===== src/rtl/f1_start_sequencer.sv =====
// Start-light sequencer: lights the bar one lamp per tick, holds for an LFSR-chosen delay,
// releases "go" and times the driver's reaction (or flags a false start).
module f1_start_sequencer #(
  parameter int unsigned TICK_DIV  = 50_000_000,
  parameter logic [6:0]  LFSR_SEED = 7'h01,
  parameter int unsigned REACT_W   = 16
) (
  input  logic               clk,
  input  logic               rst,
  input  logic               trigger,
  input  logic               stop,
  output logic               fsm_rst,
  output logic               fsm_en,
  output logic               busy,
  output logic               go,
  output logic [REACT_W-1:0] reaction_time,
  output logic               reaction_valid,
  output logic               false_start
);

  localparam int unsigned        TickW    = (TICK_DIV > 2) ? $clog2(TICK_DIV) : 1;
  localparam logic [TickW-1:0]   TickMax  = TickW'(TICK_DIV - 1);
  localparam logic [REACT_W-1:0] ReactMax = '1;

  typedef enum logic [1:0] {StIdle, StLights, StHold, StGo} state_e;

  state_e               state_q, state_d;
  logic [TickW-1:0]     tick_cnt_q, tick_cnt_d;
  logic [2:0]           light_cnt_q, light_cnt_d;
  logic [6:0]           delay_cnt_q, delay_cnt_d;
  logic [6:0]           lfsr_q, lfsr_d;
  logic [REACT_W-1:0]   react_cnt_q, react_cnt_d;
  logic [REACT_W-1:0]   reaction_time_q, reaction_time_d;
  logic                 reaction_valid_q, reaction_valid_d;
  logic                 false_start_q, false_start_d;
  logic                 fsm_rst_q, fsm_rst_d;
  logic                 tick_wrap;
  logic                 tick;

  assign tick_wrap = (tick_cnt_q == TickMax);
  assign tick      = tick_wrap && ((state_q == StLights) || (state_q == StHold));

  // x^7 + x^3 + 1, maximal length, so a nonzero seed never reaches zero
  assign lfsr_d = {lfsr_q[5:0], lfsr_q[6] ^ lfsr_q[2]};

  always_comb begin
    state_d          = state_q;
    tick_cnt_d       = tick_wrap ? '0 : tick_cnt_q + TickW'(1);
    light_cnt_d      = light_cnt_q;
    delay_cnt_d      = delay_cnt_q;
    react_cnt_d      = react_cnt_q;
    reaction_time_d  = reaction_time_q;
    reaction_valid_d = 1'b0;
    false_start_d    = 1'b0;
    fsm_rst_d        = 1'b0;
    fsm_en           = 1'b0;

    unique case (state_q)
      StIdle: begin
        if (trigger) begin
          state_d     = StLights;
          light_cnt_d = '0;
          tick_cnt_d  = '0;
          fsm_rst_d   = 1'b1;
        end
      end

      StLights: begin
        fsm_en = tick;
        if (stop) begin
          state_d       = StIdle;
          false_start_d = 1'b1;
          fsm_rst_d     = 1'b1;
        end else if (tick) begin
          light_cnt_d = light_cnt_q + 3'd1;
          if (light_cnt_q == 3'd7) begin
            state_d     = StHold;
            delay_cnt_d = lfsr_q;
          end
        end
      end

      StHold: begin
        // fsm_en is decoded from state and counters only, keeping stop off the output path
        fsm_en = tick && (delay_cnt_q == 7'd1);
        if (stop) begin
          state_d       = StIdle;
          false_start_d = 1'b1;
          fsm_rst_d     = 1'b1;
        end else if (tick) begin
          delay_cnt_d = delay_cnt_q - 7'd1;
          if (delay_cnt_q == 7'd1) begin
            state_d     = StGo;
            react_cnt_d = '0;
          end
        end
      end

      StGo: begin
        if (react_cnt_q != ReactMax) begin
          react_cnt_d = react_cnt_q + REACT_W'(1);
        end
        if (stop) begin
          state_d          = StIdle;
          reaction_time_d  = react_cnt_q;
          reaction_valid_d = 1'b1;
        end
      end

      default: state_d = StIdle;
    endcase
  end

  always_ff @(posedge clk) begin
    if (rst) begin
      state_q          <= StIdle;
      tick_cnt_q       <= '0;
      light_cnt_q      <= '0;
      delay_cnt_q      <= '0;
      lfsr_q           <= LFSR_SEED;
      react_cnt_q      <= '0;
      reaction_time_q  <= '0;
      reaction_valid_q <= 1'b0;
      false_start_q    <= 1'b0;
      fsm_rst_q        <= 1'b0;
    end else begin
      state_q          <= state_d;
      tick_cnt_q       <= tick_cnt_d;
      light_cnt_q      <= light_cnt_d;
      delay_cnt_q      <= delay_cnt_d;
      lfsr_q           <= lfsr_d;
      react_cnt_q      <= react_cnt_d;
      reaction_time_q  <= reaction_time_d;
      reaction_valid_q <= reaction_valid_d;
      false_start_q    <= false_start_d;
      fsm_rst_q        <= fsm_rst_d;
    end
  end

  assign fsm_rst        = fsm_rst_q;
  assign busy           = (state_q != StIdle);
  assign go             = (state_q == StGo);
  assign reaction_time  = reaction_time_q;
  assign reaction_valid = reaction_valid_q;
  assign false_start    = false_start_q;

endmodule


===== config.mk =====
export PLATFORM = sky130hd
export DESIGN_NAME = f1_start_sequencer
export DESIGN_NICKNAME = d
export VERILOG_FILES = /design/src/rtl/f1_start_sequencer.sv
export SDC_FILE = /design/constraint.sdc
export NUM_CORES = 1
export LEC_CHECK = 0
export CAP_MARGIN = 20
export CORE_AREA = 10 10 93 95
export DETAILED_ROUTE_END_ITERATION = 16
export DIE_AREA = 0 0 103 105
export PLACE_DENSITY = 0.88
export SETUP_SLACK_MARGIN = 0.15
export SYNTH_ARGS = -nofsm -noshare
export SYNTH_HDL_FRONTEND = slang
export SYNTH_SLANG_ARGS = --single-unit

===== constraint.sdc =====
create_clock -name clk -period 2.5 [get_ports clk]
set_input_delay 0.5 -clock clk [delete_from_list [all_inputs] [get_ports clk]]
set_output_delay 0.5 -clock clk [all_outputs]
set_load 0.005 [all_outputs]

==> flow_summary_export.csv, run 1 <==
group,metric,value,unit
yosys,syn_nets,488,
layout,final_common_cell,"dfxtp_1",
critical_path,slowest_delay,0.55,ns
global_route,grt_first_pass_wirelength,15800,um
timing,tns,0,ns
critical_path,crit_family,"simple AND/OR/NAND/NOR gates",
detailed_routing,via_per_inst,6.12,
yosys,syn_area_per_cell,8.34,um^2
floorplan,die_x,103,um
timing,max_slew.worst_pin.slew,0.731,ns
critical_path,cp.arrival,1.90,ns
yosys,syn_area,3950,um^2
layout,drive_above_1_share,13.7,%
detailed_routing,wl,10000,um
critical_path,crit_slowest_cell,"or4b_4",
min_path,hp-class,"reg -> reg",
cts,path_clk_slew,0.08,ns
layout,multi_input_area,2260,um^2
layout,num-fill-cells,475,
timing,hold_viol,0,
floorplan,pin_count,26,
floorplan,die_h,105,um
detailed_routing,vias,3705,
detailed_routing,drt_iter0_drc,287,
yosys,async_reset_ff_share,0,%
placement,place_congestion,0.897,
floorplan,core,6760,um^2
yosys,ys.flop_type,"dfxtp_1",
global_route,top_usage_layer,"met2",
cts,cts_sinks,80,
timing,slew-limit-headroom,50.9,%
min_path,hold_start,"reaction_time[11]",
yosys,synth_edf_count,0,
global_route,grtUsageMet2,29.5,%
critical_path,cp-start-kind,"flip-flop",
placement,io_buffers,25,
layout,num_antenna_cells,0,
detailed_routing,wl_per_cell,16.6,um
layout,nets,535,
power,power.density,578,nW/um^2
global_route,grt_pass1_vias,3452,
layout,syn2layout_area_growth,20.1,%
cts,cts_buffers,9,
yosys,ys_seq_area_share,40.5,%
timing,setup_viol,0,
detailed_routing,ant_nets,0,
layout,post-route-util,70.3,%
layout,register_area,1610,um^2
yosys,yosys_register_bits,80,
yosys,synth_warnings,0,
timing,slew_viol_final,0,
timing,fin_crit_sh,96.0,%
critical_path,critical_path_buf_inv_count,1,
global_route,met1_usage,20.5,%
timing,fin_crit,2.40,ns
layout,final_cell_mix,"dfxtp_1 (76), nand2_1 (54), nor2_1 (51)",
yosys,synthCells,474,
cts,clock_latency,0.36,ns
detailed_routing,drc_errors,0,
run_status,status,"finished, final reports clean",
power,ir_worst_vdd,0.366,mV
flow_run,drv_cap,0,
global_route,grt_usage,17.6,%
floorplan,initial_core_util,58.5,%
floorplan,dieArea,10800,um^2
cts,htreeDepth,3,
critical_path,crit_fanout,2,
placement,dp_hpwl,6370,um
yosys,yosys.cell_types.count,58,
global_route,grt_max_degree,40,
cts,cts_tree,"yes",
placement,placed_cells_incl_taps,581,
cts,clockBufferDepth,2,
global_route,grt_overflow_total,0,
detailed_routing,dr.pass1.iters,6,
power,leakage,0.00167,uW
critical_path,cp.required,2.00,ns
cts,root_buffer,"clkbuf_8",
global_route,use_met3,3.49,%
floorplan,placementRows,30,
global_route,antenna_found_initial,0,
critical_path,critical_path_class,"reg -> out",
layout,final-instance-count-excl-fill,605,
timing,clock.fmax,0.417,GHz
timing,rsz0062_at_grt,"true",
timing,finClkSkew,0.0109,ns
critical_path,endpoint_kind,"primary output",
critical_path,crit_start,"tick_cnt_q[10]",
critical_path,r2r_start,"tick_cnt_q[10]",
critical_path,crit_path_cell_trace,"or4b_4 > nor4_4 > nand3_1 > nor2_1 > buf_2",
through the flow:
stage	hold WS (ns)	worst slack [ns]	cell area [um^2]	total power, uW
after detailed placement	0.447	0.0668	4390	1670
after global placement	0.441	0.104	4390	1660
after global routing	0.477	0.0196	4750	2820
after floorplan	0.430	0.428	3950	1570
after CTS	0.458	0.144	4650	2710
final	0.456	0.100	4750	2740
power by group:
part           internal (uW)  switching [uW]  leakage [uW]
Sequential              1300            18.1      0.000649
Clock                    611             457      0.000112
Combinational            142             216      0.000910
sequential cells by signal, indices dropped and copies added, names as in the netlist:
register,count
state_q,2
react_cnt_q,16
delay_cnt_q,7
light_cnt_q,3
false_start,1
lfsr_q,7
tick_cnt_q,26
fsm_rst,1
reaction_valid,1
reaction_time,16
per-layer routing:
metal	vias up	wire length, um
met5	-	0
met4	0	279
met3	35	602
met2	170	5090
met1	1722	4060
li1	1778	-
worst paths after layout:
check / to / slack [ns] / depth (start not counted)
worst min register to register: reaction_time[11] / 0.46 / 2
worst max register to register: state_q[1] / 0.19 / 7
worst min-delay path: reaction_time[11] / 0.46 / 2
worst max-delay path: fsm_en / 0.10 / 5
area by class of cell:
class | instances | share of cell area [%]
Tap cell | 80 | 2.11
Sequential cell | 80 | 33.9
Timing Repair Buffer | 57 | 10.4
Multi-Input combinational cell | 356 | 47.6
Clock buffer | 12 | 3.27
Inverter | 17 | 1.34
Clock inverter | 3 | 1.37
worst reg2reg max path, delay by kind of cell (launching register included):
kind	cells	cell delay (ns)
AO/OA/AOI/OAI	1	0.29
buffers and inverters	2	0.27
flip-flops	1	0.34
multiplexers	1	0.33
AND/OR/NAND/NOR	3	0.99
cells by family after synthesis:
kind of cell / share of synthesized area (%)
simple gates: 30.4
compound gates: 14.5
flops: 40.5
buf+inv: 3.77
xor+xnor: 5.32
fa+ha+maj: 3.16
mux: 2.34
cell usage after synthesis (all sizes together), types with 3 or more instances:
cell / instances / area share [%]
a221oi: 3 / 0.82
xnor2: 12 / 2.7
nand2b: 12 / 1.9
a31oi: 3 / 0.47
or4b: 4 / 1.2
dfxtp: 80 / 41
ha: 10 / 3.2
xor2: 12 / 2.7
nor4: 7 / 1.9
or3: 5 / 0.79
o311ai: 4 / 0.89
a21oi: 28 / 3.5
and3: 9 / 1.4
nand4: 16 / 2.5
and4: 4 / 0.89
buf: 3 / 0.44
nor3: 8 / 1.1
clkbuf: 18 / 1.7
mux2i: 7 / 1.8
o31ai: 4 / 0.76
o21ai: 15 / 1.9
nor2b: 12 / 1.9
nand3: 28 / 3.7
nand2: 54 / 5.1
o22ai: 3 / 0.47
o21bai: 3 / 0.57
or4: 3 / 0.57
inv: 17 / 1.6
a22oi: 9 / 1.7
and2: 5 / 0.79
nor2: 51 / 4.8
timing repair:
item,4_1_cts,5_1_grt
endpoints found under the setup margin,1,34
pin swaps,4,10
hold buffers,0,0
gates cloned,0,1
gates resized for setup,8,16
setup buffers,5,3
Power figures use the tool's default switching activity.
==> inputs of run 2 (changes only) <==
--- a/config.mk
+++ b/config.mk
@@ -10,7 +10,9 @@
 export DETAILED_ROUTE_END_ITERATION = 16
 export DIE_AREA = 0 0 103 105
 export PLACE_DENSITY = 0.88
+export RECOVER_POWER = 50
 export SETUP_SLACK_MARGIN = 0.15
+export SLEW_MARGIN = 20
 export SYNTH_ARGS = -nofsm -noshare
 export SYNTH_HDL_FRONTEND = slang
 export SYNTH_SLANG_ARGS = --single-unit
==> flow_summary_export.csv, run 2 (same netlist as run 1, synthesis figures left out) <==
group,metric,value,unit
run_status,status,"finished, final reports clean",
global_route,grt_first_pass_wirelength,15800,um
floorplan,placementRows,30,
cts,htreeDepth,3,
detailed_routing,via_per_inst,6.11,
layout,final_cell_mix,"dfxtp_1 (77), nand2_1 (54), nor2_1 (51)",
global_route,grt_overflow_total,0,
critical_path,rrSetupSlack,0.16,ns
critical_path,cp-start-kind,"flip-flop",
layout,final_common_cell,"dfxtp_1",
floorplan,core,6760,um^2
power,ir_worst_vdd,0.367,mV
cts,path_clk_slew,0.08,ns
global_route,grt_max_degree,40,
layout,final_area,4740,um^2
floorplan,die_h,105,um
critical_path,critical_path_class,"reg -> out",
layout,num_antenna_cells,0,
critical_path,crit_start,"tick_cnt_q[10]",
floorplan,dieArea,10800,um^2
cts,clockBufferDepth,2,
cts,hold_buffers,0,
layout,drive_above_1_share,13.3,%
layout,syn2layout_area_growth,19.9,%
cts,cts_tree,"yes",
timing,setup_viol,0,
critical_path,cp.arrival,1.87,ns
critical_path,crit_end,"fsm_en",
critical_path,r2r_start,"state_q[1]",
placement,dp_hpwl,6370,um
placement,placed_area,4390,um^2
cts,root_buffer,"clkbuf_8",
detailed_routing,wl_met3,588,um
cts,cts_sinks,80,
timing,fin_crit_sh,94.6,%
floorplan,die_x,103,um
critical_path,r2r-end,"react_cnt_q[5]",
critical_path,endpoint_kind,"primary output",
global_route,antenna_found_initial,0,
critical_path,slowest_delay,0.55,ns
critical_path,cp.required,2.00,ns
critical_path,crit_path_cell_trace,"or4b_4 > nor4_4 > nand3_1 > nor2_1 > buf_2",
global_route,grt_pass1_vias,3452,
global_route,grt_usage,17.6,%
critical_path,critical_path_buf_inv_count,1,
timing,hold_viol,0,
critical_path,rr_worst_depth,8,
critical_path,crit_fanout,2,
detailed_routing,wl_met1,4010,um
timing,slew_viol_final,0,
timing,clock.fmax,0.423,GHz
cts,cts_buffers,9,
layout,num-fill-cells,477,
flow_run,drv_cap,0,
layout,regMostFlops,"tick_cnt_q",
timing,rsz0062_at_grt,"true",
detailed_routing,dr_wl_met2,5050,um
detailed_routing,drt_iter0_drc,295,
layout,largest_reg_flops,26,
timing,fin_crit,2.37,ns
floorplan,pin_count,26,
detailed_routing,wl,9950,um
timing,finClkSkew,0.0111,ns
timing,slew-limit-headroom,47.8,%
min_path,hp-class,"reg -> reg",
power,leakage,0.00173,uW
detailed_routing,vias,3697,
power,power.density,578,nW/um^2
critical_path,crit_slowest_cell,"or4b_4",
critical_path,crit_family,"simple AND/OR/NAND/NOR gates",
timing,tns,0,ns
detailed_routing,ant_nets,0,
detailed_routing,highest-signal-layer,"met4",
critical_path,cp_num_cells,5,
placement,place_congestion,0.897,
layout,nets,535,
detailed_routing,drc_errors,0,
cts,clock_latency,0.36,ns
floorplan,initial_core_util,58.5,%
placement,io_buffers,25,
detailed_routing,dr.pass1.iters,5,
timing,max_slew.worst_pin.slew,0.782,ns
detailed_routing,wl_per_cell,16.4,um
run 2: worst min-delay path by stage:
stage,end,start,cells past startpoint,slack [ns]
detailed placement,reaction_time[5],reaction_time[5],2,0.45
finish,reaction_time[11],reaction_time[11],2,0.45
global placement,reaction_time[4],reaction_time[4],2,0.44
CTS,reaction_time[5],reaction_time[5],2,0.46
floorplan,tick_cnt_q[0],tick_cnt_q[0],1,0.43
global route,reaction_time[7],reaction_time[7],2,0.47
run 2: layout make-up:
| type | count | area, um^2 | share of cell area (%) |
|---|---|---|---|
| sequential | 80 | 1610 | 33.9 |
| tap | 80 | 100 | 2.11 |
| clock inverter | 3 | 65.1 | 1.37 |
| timing repair buffer | 57 | 488 | 10.3 |
| inverter | 17 | 63.8 | 1.35 |
| clock buffer | 12 | 155 | 3.27 |
| multi-input combinational | 356 | 2260 | 47.7 |
run 2: repair_timing:
item | CTS | global route
resized for setup | 8 | 16
setup buffers | 5 | 3
gates cloned | 0 | 1
pin swaps | 4 | 10
setup endpoints to repair | 1 | 34
run 2: metal layers:
metal / vias to the layer above / global-route usage, %
met5: - / 0
met4: 0 / 8.85
met3: 36 / 3.49
met2: 161 / 29.5
met1: 1724 / 20.5
li1: 1776 / -
run 2: stage by stage:
stage | worst slack, ns | total power [uW] | std cells | hold slack, ns | util [%]
after global routing | 0.0232 | 2810 | 605 | 0.474 | 70.1
after floorplan | 0.428 | 1570 | 474 | 0.430 | -
after detailed placement | 0.0668 | 1670 | 581 | 0.447 | 65.0
final | 0.134 | 2740 | 605 | 0.452 | 70.1
after CTS | 0.144 | 2710 | 601 | 0.458 | 68.9
after global placement | 0.104 | 1660 | 581 | 0.441 | 65.0
run 2: worst min-delay path: stages, from the launching register on:
cell and delay, ns:
dfxtp_1 0.31, nand2_1 0.05, a21oi_1 0.05
run 2: power breakdown:
part,switching [uW],internal [uW],total [uW],leakage [uW]
combinational,215,139,354,0.000970
clock,458,611,1070,0.000112
sequential,17.6,1300,1320,0.000648
